===== config.mk =====
export PLATFORM = sky130hd
export DESIGN_NAME = iter_shifter
export DESIGN_NICKNAME = d
export VERILOG_FILES = /design/src/rtl/iter_shifter.sv
export SDC_FILE = /design/constraint.sdc
export NUM_CORES = 1
export LEC_CHECK = 0
export ABC_AREA = 0
export BUFFER_PORTS_ARGS = -buffer_cell sky130_fd_sc_hd__buf_2
export CAP_MARGIN = 10
export CORE_MARGIN = 1
export CORE_UTILIZATION = 40
export CTS_CLUSTER_DIAMETER = 50
export DETAILED_ROUTE_END_ITERATION = 6
export PLACE_DENSITY = 0.66
export SLEW_MARGIN = 20
export SYNTH_ARGS = -nofsm -noshare
export SYNTH_HDL_FRONTEND = slang
export SYNTH_SLANG_ARGS = --single-unit

===== constraint.sdc =====
create_clock -name clk -period 1.8 [get_ports clk]
set_input_delay 0.27 -clock clk [delete_from_list [all_inputs] [get_ports clk]]
set_output_delay 0.27 -clock clk [all_outputs]
set_load 0.02 [all_outputs]

===== src/rtl/iter_shifter.sv =====
// Multi-cycle barrel-free shifter: one bit position per clock, LSL/LSR/ASR/ROR with carry-out.
// Feeds the shift operand of the MOV/ALU result select stage.
module iter_shifter #(
    parameter int unsigned N  = 32,
    parameter int unsigned AW = $clog2(N)
) (
    input  logic          clk,
    input  logic          rst_n,
    input  logic          start,
    input  logic [N-1:0]  operand,
    input  logic [AW-1:0] shamt,
    input  logic [1:0]    shtype,
    input  logic          carry_in,
    output logic          ready,
    output logic          busy,
    output logic          done,
    output logic [N-1:0]  result,
    output logic          carry_out
);

    typedef enum logic [1:0] {StIdle, StShift, StDone} state_e;

    localparam logic [1:0] ShLsl = 2'b00;
    localparam logic [1:0] ShLsr = 2'b01;
    localparam logic [1:0] ShAsr = 2'b10;
    localparam logic [1:0] ShRor = 2'b11;

    state_e        state_q, state_d;
    logic [N-1:0]  result_q, result_d;
    logic          carry_q, carry_d;
    logic [AW-1:0] cnt_q, cnt_d;
    logic [1:0]    type_q, type_d;

    always_ff @(posedge clk or negedge rst_n) begin
        if (!rst_n) begin
            state_q  <= StIdle;
            result_q <= '0;
            carry_q  <= 1'b0;
            cnt_q    <= '0;
            type_q   <= ShLsl;
        end else begin
            state_q  <= state_d;
            result_q <= result_d;
            carry_q  <= carry_d;
            cnt_q    <= cnt_d;
            type_q   <= type_d;
        end
    end

    always_comb begin
        state_d  = state_q;
        result_d = result_q;
        carry_d  = carry_q;
        cnt_d    = cnt_q;
        type_d   = type_q;

        unique case (state_q)
            StIdle, StDone: begin
                if (start) begin
                    result_d = operand;
                    carry_d  = carry_in;
                    cnt_d    = shamt;
                    type_d   = shtype;
                    state_d  = (shamt == '0) ? StDone : StShift;
                end else begin
                    state_d = StIdle;
                end
            end
            StShift: begin
                unique case (type_q)
                    ShLsl: begin
                        result_d = {result_q[N-2:0], 1'b0};
                        carry_d  = result_q[N-1];
                    end
                    ShLsr: begin
                        result_d = {1'b0, result_q[N-1:1]};
                        carry_d  = result_q[0];
                    end
                    ShAsr: begin
                        result_d = {result_q[N-1], result_q[N-1:1]};
                        carry_d  = result_q[0];
                    end
                    ShRor: begin
                        result_d = {result_q[0], result_q[N-1:1]};
                        carry_d  = result_q[0];
                    end
                    default: ;
                endcase
                cnt_d = cnt_q - AW'(1);
                // Last step happens on the edge where the count is 1.
                if (cnt_q == AW'(1)) begin
                    state_d = StDone;
                end
            end
            default: state_d = StIdle;
        endcase
    end

    assign ready     = (state_q == StIdle) || (state_q == StDone);
    assign busy      = (state_q == StShift);
    assign done      = (state_q == StDone);
    assign result    = result_q;
    assign carry_out = carry_q;

endmodule


---- Yosys cells after proc, flatten, opt, wreduce, memory -nomap -nowiden ----
Cells that the tools add are included.
cells by class
  mux-type cells .......................... 12
  add/sub/neg operators ................... 1
  reduce and logical (&&, ||, !) cells .... 10
  equality and inequality tests ........... 9
operators with widths
  kind                                                                   count
  32-bit one-hot mux with 4 select lines                                 1
  32-bit one-hot mux with 2 select lines                                 1
  32-bit 2-to-1 mux                                                      1
  5-bit one-hot mux with 2 select lines                                  1
  2-bit equality test, second input constant                             3
  2-bit 2-to-1 mux                                                       3
  5-bit by 1-bit equality test with 1-bit output, second input constant  1
  5-bit logical NOT                                                      1
  5-bit 2-to-1 mux                                                       1
  5-bit by 1-bit subtractor with 5-bit output, second input constant     1
  2-bit by 1-bit equality test with 1-bit output, second input constant  2
  2-bit logical NOT                                                      2
  2-bit != test, second input constant                                   2
  1-bit one-hot mux with 2 select lines                                  2
  2-bit one-hot mux with 2 select lines                                  1
  2-bit AND reduction                                                    2
  3-bit AND reduction                                                    1
  3-bit OR reduction                                                     1
  2-bit by 1-bit != test with 1-bit output, second input constant        1
  2-bit nonzero test                                                     1
  2-bit OR reduction                                                     1
  1-bit logical OR                                                       1
  1-bit 2-to-1 mux                                                       1
word-level totals
  logic and storage cells ................. 38
  register bits after elaboration ......... 42
  bits of input ports ..................... 43
  output and inout port bits .............. 36

---- Logic depth before layout (Yosys ltp) ----
Gate-level depths: netlist of run 1.
  depth after elaboration ................. 4
  depth in mapped cells ................... 6
  mapped depth without buffers ............ 5

---- Worst setup path after synthesis of run 1 ----
OpenSTA, ideal clock, no wires.
  path type ............................... reg-to-reg
  start point ............................. register state_q[1]
  end point ............................... register cnt_q[1]
  arrival time ............................ 1.147 ns
  cell stages (with the launch flop) ...... 6
  required time ........................... 1.674 ns
  library setup time ...................... 0.126 ns
  clock period less this slack ............ 1.272 ns
  buffers on the path ..................... 1
  slack ................................... 0.528 ns
  path through ............................ dfrtp_1 nand2b_1 buf_6 clkinv_2 nor2_1 a221o_1
between the ends
  elaborated cells between the ends (all ways) .. 8
  those cells by class .................... 3 x eq/ne; 1 x mux; 4 x reduce/logical
RTL lines
  element                                             line  text
  start: declaration                                  28    state_e state_q, state_d;
  start signal: assignment                            36    state_q <= StIdle;
  start signal: assignment                            42    state_q <= state_d;
  2-bit by 1-bit equality test with 1-bit output (*)  --
  net busy                                            15    output logic busy,
  2-bit nonzero test (no line)                        --
  2-bit AND reduction (no line)                       --
  end signal: assignment                              45    cnt_q <= cnt_d;
  end: declaration                                    31    logic [AW-1:0] cnt_q, cnt_d;
The timed path passes the listed nets; every way through them passes the cells marked *.
A chain may end at the register's enable or synchronous reset.

---- Final worst setup path of run 1 ----
  start point ............................. register state_q[0]
  end point ............................... output busy
between the ends
  longest elaborated chain between the ends .. 1
RTL lines
  element                                         line  text
  2-bit by 1-bit equality test with 1-bit output  100   assign busy = (state_q == StShift);
  end: declaration                                15
No other way between the ends.

==> key figures, run 1 <==
Timing
  • Worst-margin pin slew: 0.414 ns
  • Post-route setup slack: 0.179 ns
  • Relative slew slack: between 70 and 80%
  • Max-slew violations: 0
  • WHS: 0.168 ns
  • Max Fclk: between 0.6 and 0.7 GHz
  • Tcrit/Tclk final: ~90%
  • Unrepaired setup endpoints after global routing: no
  • Tmin final: 1.62 ns
  • Worst Clk Skew: 0.00756 ns
  • Final Hold Fails: 0
  • Setup violations, final: 0
  • Setup Total Neg Slack: 0 ns

Synth
  • Register area share after synthesis: 44.7%
  • Most frequent cell after synthesis: dfrtp_1
  • Synth top cells by count: dfrtp_1, a21oi_1, mux2i_1
  • Post-Syn Instances: 238
  • Yosys cell types: 31
  • Synth Cell Area: 2350 sq um
  • Most used DFF post-synth: dfrtp_1
  • Top cells by area, synth: dfrtp_1, mux2i_1, o21a_1, a21oi_1, o21ai_1
  • Synth Net Count: 283
  • Synth top area share: 44.7%
  • Syn Area/Cell: around 10 sq um
  • Largest area contributor in the netlist: dfrtp_1
  • Async SR Flop Fraction: 100%
  • Syn. warnings: 0
  • #FFs+latches synth: 42
  • Post-synth EDFFs: 0

Setup path
  • Critical Path RT: approximately 1.5 ns
  • CP endpoint kind: output port
  • Worst setup SP type: flip-flop
  • WS Path Type: flip-flop to output port
  • Worst r2r src: type_q[0]$_DFFE_PN0P_
  • Data arrival time of the critical path: 1.35 ns
  • Max FO, Critical Path: 8
  • Worst R2R Setup Slack: 0.33 ns
  • Crit path launch: state_q[0]$_DFFE_PN0P_

Floorplanning
  • Die Wd: 78.7 um
  • Core area: 5570 sq um
  • # IOs: 79
  • Die ar.: 6190 sq um
  • Die height: between 70 and 80 um
  • Initial Util: 42.2%
  • # rows: 27

Layout
  • Core Util, Final: 52.0%
  • Area growth syn-to-layout: 23.1%
  • Fill count: between 500 and 600
  • Layout cell share with drive strength beyond 1: 32.8%
  • Ant diodes: 0
  • Number of nets in the layout: roughly 360

Hold path
  • Worst hold path type: primary input to flip-flop
  • Hold_sp: shtype[1]

GRT
  • First-pass GRT wire length: 9.97 mm
  • Number of global-route vias before repair: 2000
  • GRT overflow: 0
  • Gr usage total: about 21%
  • Largest net degree at the start of global routing: 32
  • Antenna violations before repair: 0

Job
  • Maxcap violations: 0

Placement
  • Hpwl dp: 4.34 mm
  • Pre-CTS setup slack: 0.326 ns
  • GPL Wtd Cong: 0.871
  • IO buf count: 78

Drt
  • Drt drc: 0
  • Via density: 5.44
  • DR WL/cell: 15.4 um
  • Initial DRC count: 119
  • Number of vias in the routed layout: 2115
  • Post-Route WL: 5.98 mm
  • Initial DRT Pass Iterations: 4
  • Routed Antenna Nets: 0

CTS
  • Clk_lat worst skew: 0.30 ns
  • # clock sinks: 42
  • Clock Pin Slew Worst Setup and Hold Paths: 0.07 ns
  • CTS root buf: clkbuf_8
  • CTS Buffer Depth: 2
  • TritonCTS clock tree: done
  • Post-CTS setup repair buffer count: 0
  • Clock buffer count from CTS: 5
  • H-Tree Depth: 2

Power
  • VDD IR max: 0.981 mV
  • Pwr Density: 1810 nW/um^2
  • LEAKAGE: 0.00140 uW

Status
  • Status: complete, no violations
==> logic make-up after synthesis <==
logic type | share of synthesized area (%)
buf+inv | 6.17
simple gates | 7.71
mux | 14.1
fa+ha+maj | 1.06
compound gates | 26.3
flops | 44.7
==> critical path, stage by stage, from the launching register on <==
cell and delay [ns]:
dfrtp_1 0.47, nand2b_2 0.23, clkinv_2 0.16, buf_2 0.19
==> repair_timing <==
action | 4_1_cts | 5_1_grt
hold buffers | 1 | 0
hold endpoints to repair | 15 | 0
resized for setup | 0 | 1
endpoints found under the setup margin | 0 | 1
==> metrics by stage <==
| stage | power, uW | instances | area (sq um) |
|---|---|---|---|
| after floorplan | 3870 | 238 | 2350 |
| after global placement | 4640 | 381 | 2810 |
| after detailed placement | 4700 | 381 | 2810 |
| after CTS | 5270 | 389 | 2890 |
| after global routing | 5660 | 389 | 2900 |
| final | 5250 | 389 | 2900 |
==> cell usage in the layout (no fill, tap or decap), drive strengths merged <==
cell / Yosys / routed
a211oi: 1 / 1
a21oi: 32 / 32
a221o: 1 / 1
and2: 1 / 1
buf: 13 / 90
clkbuf: 6 / 5
clkinv: 1 / 3
dfrtp: 42 / 42
dlygate4sd3: 0 / 1
ha: 2 / 2
inv: 3 / 3
mux2: 1 / 1
mux2i: 32 / 32
nand2: 11 / 11
nand2b: 1 / 1
nand3: 4 / 4
nand3b: 1 / 1
nand4: 1 / 1
nor2: 9 / 9
nor2b: 3 / 3
nor3: 1 / 1
nor4: 1 / 1
o211ai: 2 / 2
o21a: 31 / 31
o21ai: 34 / 34
o22ai: 1 / 1
o2bb2ai: 2 / 2
or4: 1 / 1
==> layer usage <==
layer	wire length [um]	global-route usage (%)
met4	87	6.11
met1	2960	29.6
met3	347	4.14
met5	0	0
met2	2590	31.1
==> state kept, by name (all words and copies together), names as in the netlist <==
name,flops
carry_out,1
result,32
cnt_q,5
state_q,2
type_q,2
==> worst paths after layout <==
path / endpoint / cells after the start
setup / recovery: busy / 3
hold / removal: type_q[1]$_DFFE_PN0P_ / 3
setup reg to reg: result[23]$_DFFE_PN0P_ / 4
hold reg to reg: cnt_q[3]$_DFFE_PN0P_ / 1
max in group asynchronous: cnt_q[2]$_DFFE_PN0P_ / 3
min in group asynchronous: result[28]$_DFFE_PN0P_ / 2
==> cell type report <==
cell class	instances	area, sq um	share of cell area, %
Clock buffer	5	68.8	2.38
Clock inverter	2	10.0	0.346
Inverter	4	16.3	0.562
Multi-Input combinational cell	173	1170	40.4
Sequential cell	42	1050	36.3
Tap cell	72	90.1	3.11
Timing Repair Buffer	91	490	16.9
==> power by group <==
group	internal [uW]	total [uW]	switching [uW]	leakage, uW
logic	1160	2790	1630	0.000834
registers	1380	1890	505	0.000526
clock network	260	569	308	0.0000438
Power figures use the tool's default switching activity.
==> inputs of run 2 (changes only) <==
- BUFFER_PORTS_ARGS: -buffer_cell sky130_fd_sc_hd__buf_2 -> -buffer_cell sky130_fd_sc_hd__buf_4
==> key figures, run 2 (same netlist as run 1, synthesis figures left out) <==
Status
  • Status: complete, no violations

CTS
  • Clk_lat worst skew: 0.29 ns
  • H-Tree Depth: 2
  • CTS Buffer Depth: 2
  • Clock Pin Slew Worst Setup and Hold Paths: about 0.080 ns
  • CTS root buf: clkbuf_8
  • Clock buffer count from CTS: 5
  • Post-CTS setup repair buffer count: 0
  • TritonCTS clock tree: done
  • # clock sinks: 42

Timing
  • Setup Total Neg Slack: 0 ns
  • Worst-margin pin slew: 0.544 ns
  • Relative slew slack: between 60% and 70%
  • Worst Clk Skew: 0.00372 ns
  • Unrepaired setup endpoints after global routing: no
  • Max Fclk: 0.613 GHz
  • Setup violations, final: 0
  • Final Hold Fails: 0
  • WHS: 0.162 ns
  • Tmin final: 1.63 ns
  • Max-slew violations: 0
  • Tcrit/Tclk final: 90.6%

Layout
  • Most frequent cells in the layout: buf_4, dfrtp_1, mux2i_1, a21oi_1
  • Number of flip-flops in the largest register: 32
  • Area growth syn-to-layout: 32.3%
  • Number of nets in the layout: 356
  • Most common cell after layout, fill and taps aside: buf_4
  • Ant diodes: 0
  • Layout cell share with drive strength beyond 1: about a third

Power
  • Switching share of power: ~44%
  • LEAKAGE: 0.00145 uW
  • Flop pwr share: 33.4%
  • Clk pwr share: 13.0%
  • Tot Pwr: 5680 uW
  • Pwr Density: 1820 nW/um^2
  • Psw: about 2500 uW
  • Logic pwr share: between 50% and 60%
  • VDD IR max: ~1.2 mV
  • Internal Dissipation: 3200 uW

Drt
  • Post-Route WL: 6.07 mm
  • Drt drc: 0
  • DR WL/cell: around 16 um
  • Via density: 5.41
  • Number of vias in the routed layout: 2078
  • Initial DRC count: 133
  • Initial DRT Pass Iterations: 4
  • Routed Antenna Nets: 0

Setup path
  • Data arrival time of the critical path: roughly 1.4 ns
  • Worst r2r path cells: 5
  • Worst setup SP type: flip-flop
  • Critical Path RT: around 1.5 ns
  • CP endpoint kind: output port
  • Max FO, Critical Path: 8
  • WS Path Type: flip-flop to output port

Placement
  • GPL Wtd Cong: 0.831
  • Hpwl dp: 4.03 mm
  • IO buf count: slightly below 80

Hold path
  • WHS Path Cells: 3
  • Worst hold path type: primary input to flip-flop

GRT
  • Largest net degree at the start of global routing: 43
  • Number of global-route vias before repair: 2082
  • Antenna violations before repair: 0
  • First-pass GRT wire length: a little over 10 mm
  • GRT overflow: 0
  • Gr usage total: 21.0%

Job
  • Maxcap violations: 0

Floorplanning
  • Die height: 78.7 um
  • Core area: about 5600 sq um
  • Die Wd: 78.7 um
  • Initial Util: 42.2%
  • Die ar.: 6190 sq um
  • # IOs: 79
  • # rows: 27
==> run 2: metrics by stage <==
stage               utilization [%]  area [sq um]  setup WS (ns)  std cells
floorplan                         -          2350          0.528        238
detailed placement             53.7          2990          0.313        375
global placement               53.7          2990          0.346        375
CTS                            55.8          3110        0.00551        384
finish                         55.9          3110          0.170        384
global route                   55.9          3110         0.0522        384
==> run 2: area by class of cell <==
class | count | area, sq um
Clock inverter | 3 | 40.0
Inverter | 4 | 16.3
Clock buffer | 5 | 68.8
Fill cell | 529 | 2460
Multi-Input combinational cell | 173 | 1170
Sequential cell | 42 | 1050
Timing Repair Buffer | 85 | 678
Tap cell | 72 | 90.1
==> run 2: final timing paths <==
| path | endpoint | from | slack (ns) |
|---|---|---|---|
| min in group asynchronous | result[21]$_DFFE_PN0P_ | rst_n | 0.49 |
| max reg2reg | result[10]$_DFFE_PN0P_ | state_q[0]$_DFFE_PN0P_ | 0.33 |
| min | type_q[0]$_DFFE_PN0P_ | shtype[0] | 0.16 |
| max | busy | state_q[0]$_DFFE_PN0P_ | 0.17 |
| min reg2reg | cnt_q[3]$_DFFE_PN0P_ | cnt_q[3]$_DFFE_PN0P_ | 0.49 |
| max in group asynchronous | result[1]$_DFFE_PN0P_ | rst_n | 0.93 |
==> run 2: timing repair <==
| item | CTS | global route |
|---|---|---|
| gates resized for setup | 0 | 1 |
| endpoints found under the setup margin | 0 | 1 |
| endpoints found under the hold margin | 42 | 0 |
| hold buffers | 1 | 0 |
==> run 2: per-layer routing <==
layer	global-route usage, %	vias up	routed length, um
li1	-	1007	-
met1	30.4	1005	2880
met2	31.7	64	2790
met3	4.25	2	379
met4	5.93	0	24
met5	0	-	0
==> run 2: power groups by stage <==
stage | registers (uW) | clock network, uW | logic, uW
2_1_floorplan | 2160 | 0 | 1710
3_3_place_gp | 1900 | 0 | 3010
3_5_place_dp | 1910 | 0 | 3060
4_1_cts | 1900 | 762 | 3070
5_1_grt | 1960 | 802 | 3340
6_report | 1900 | 741 | 3040
==> run 2: critical path, cell delays in order, from the launching register on <==
cell      delay (ns)
dfrtp_1         0.48
nand2b_2        0.23
clkinv_2        0.17
buf_4           0.19
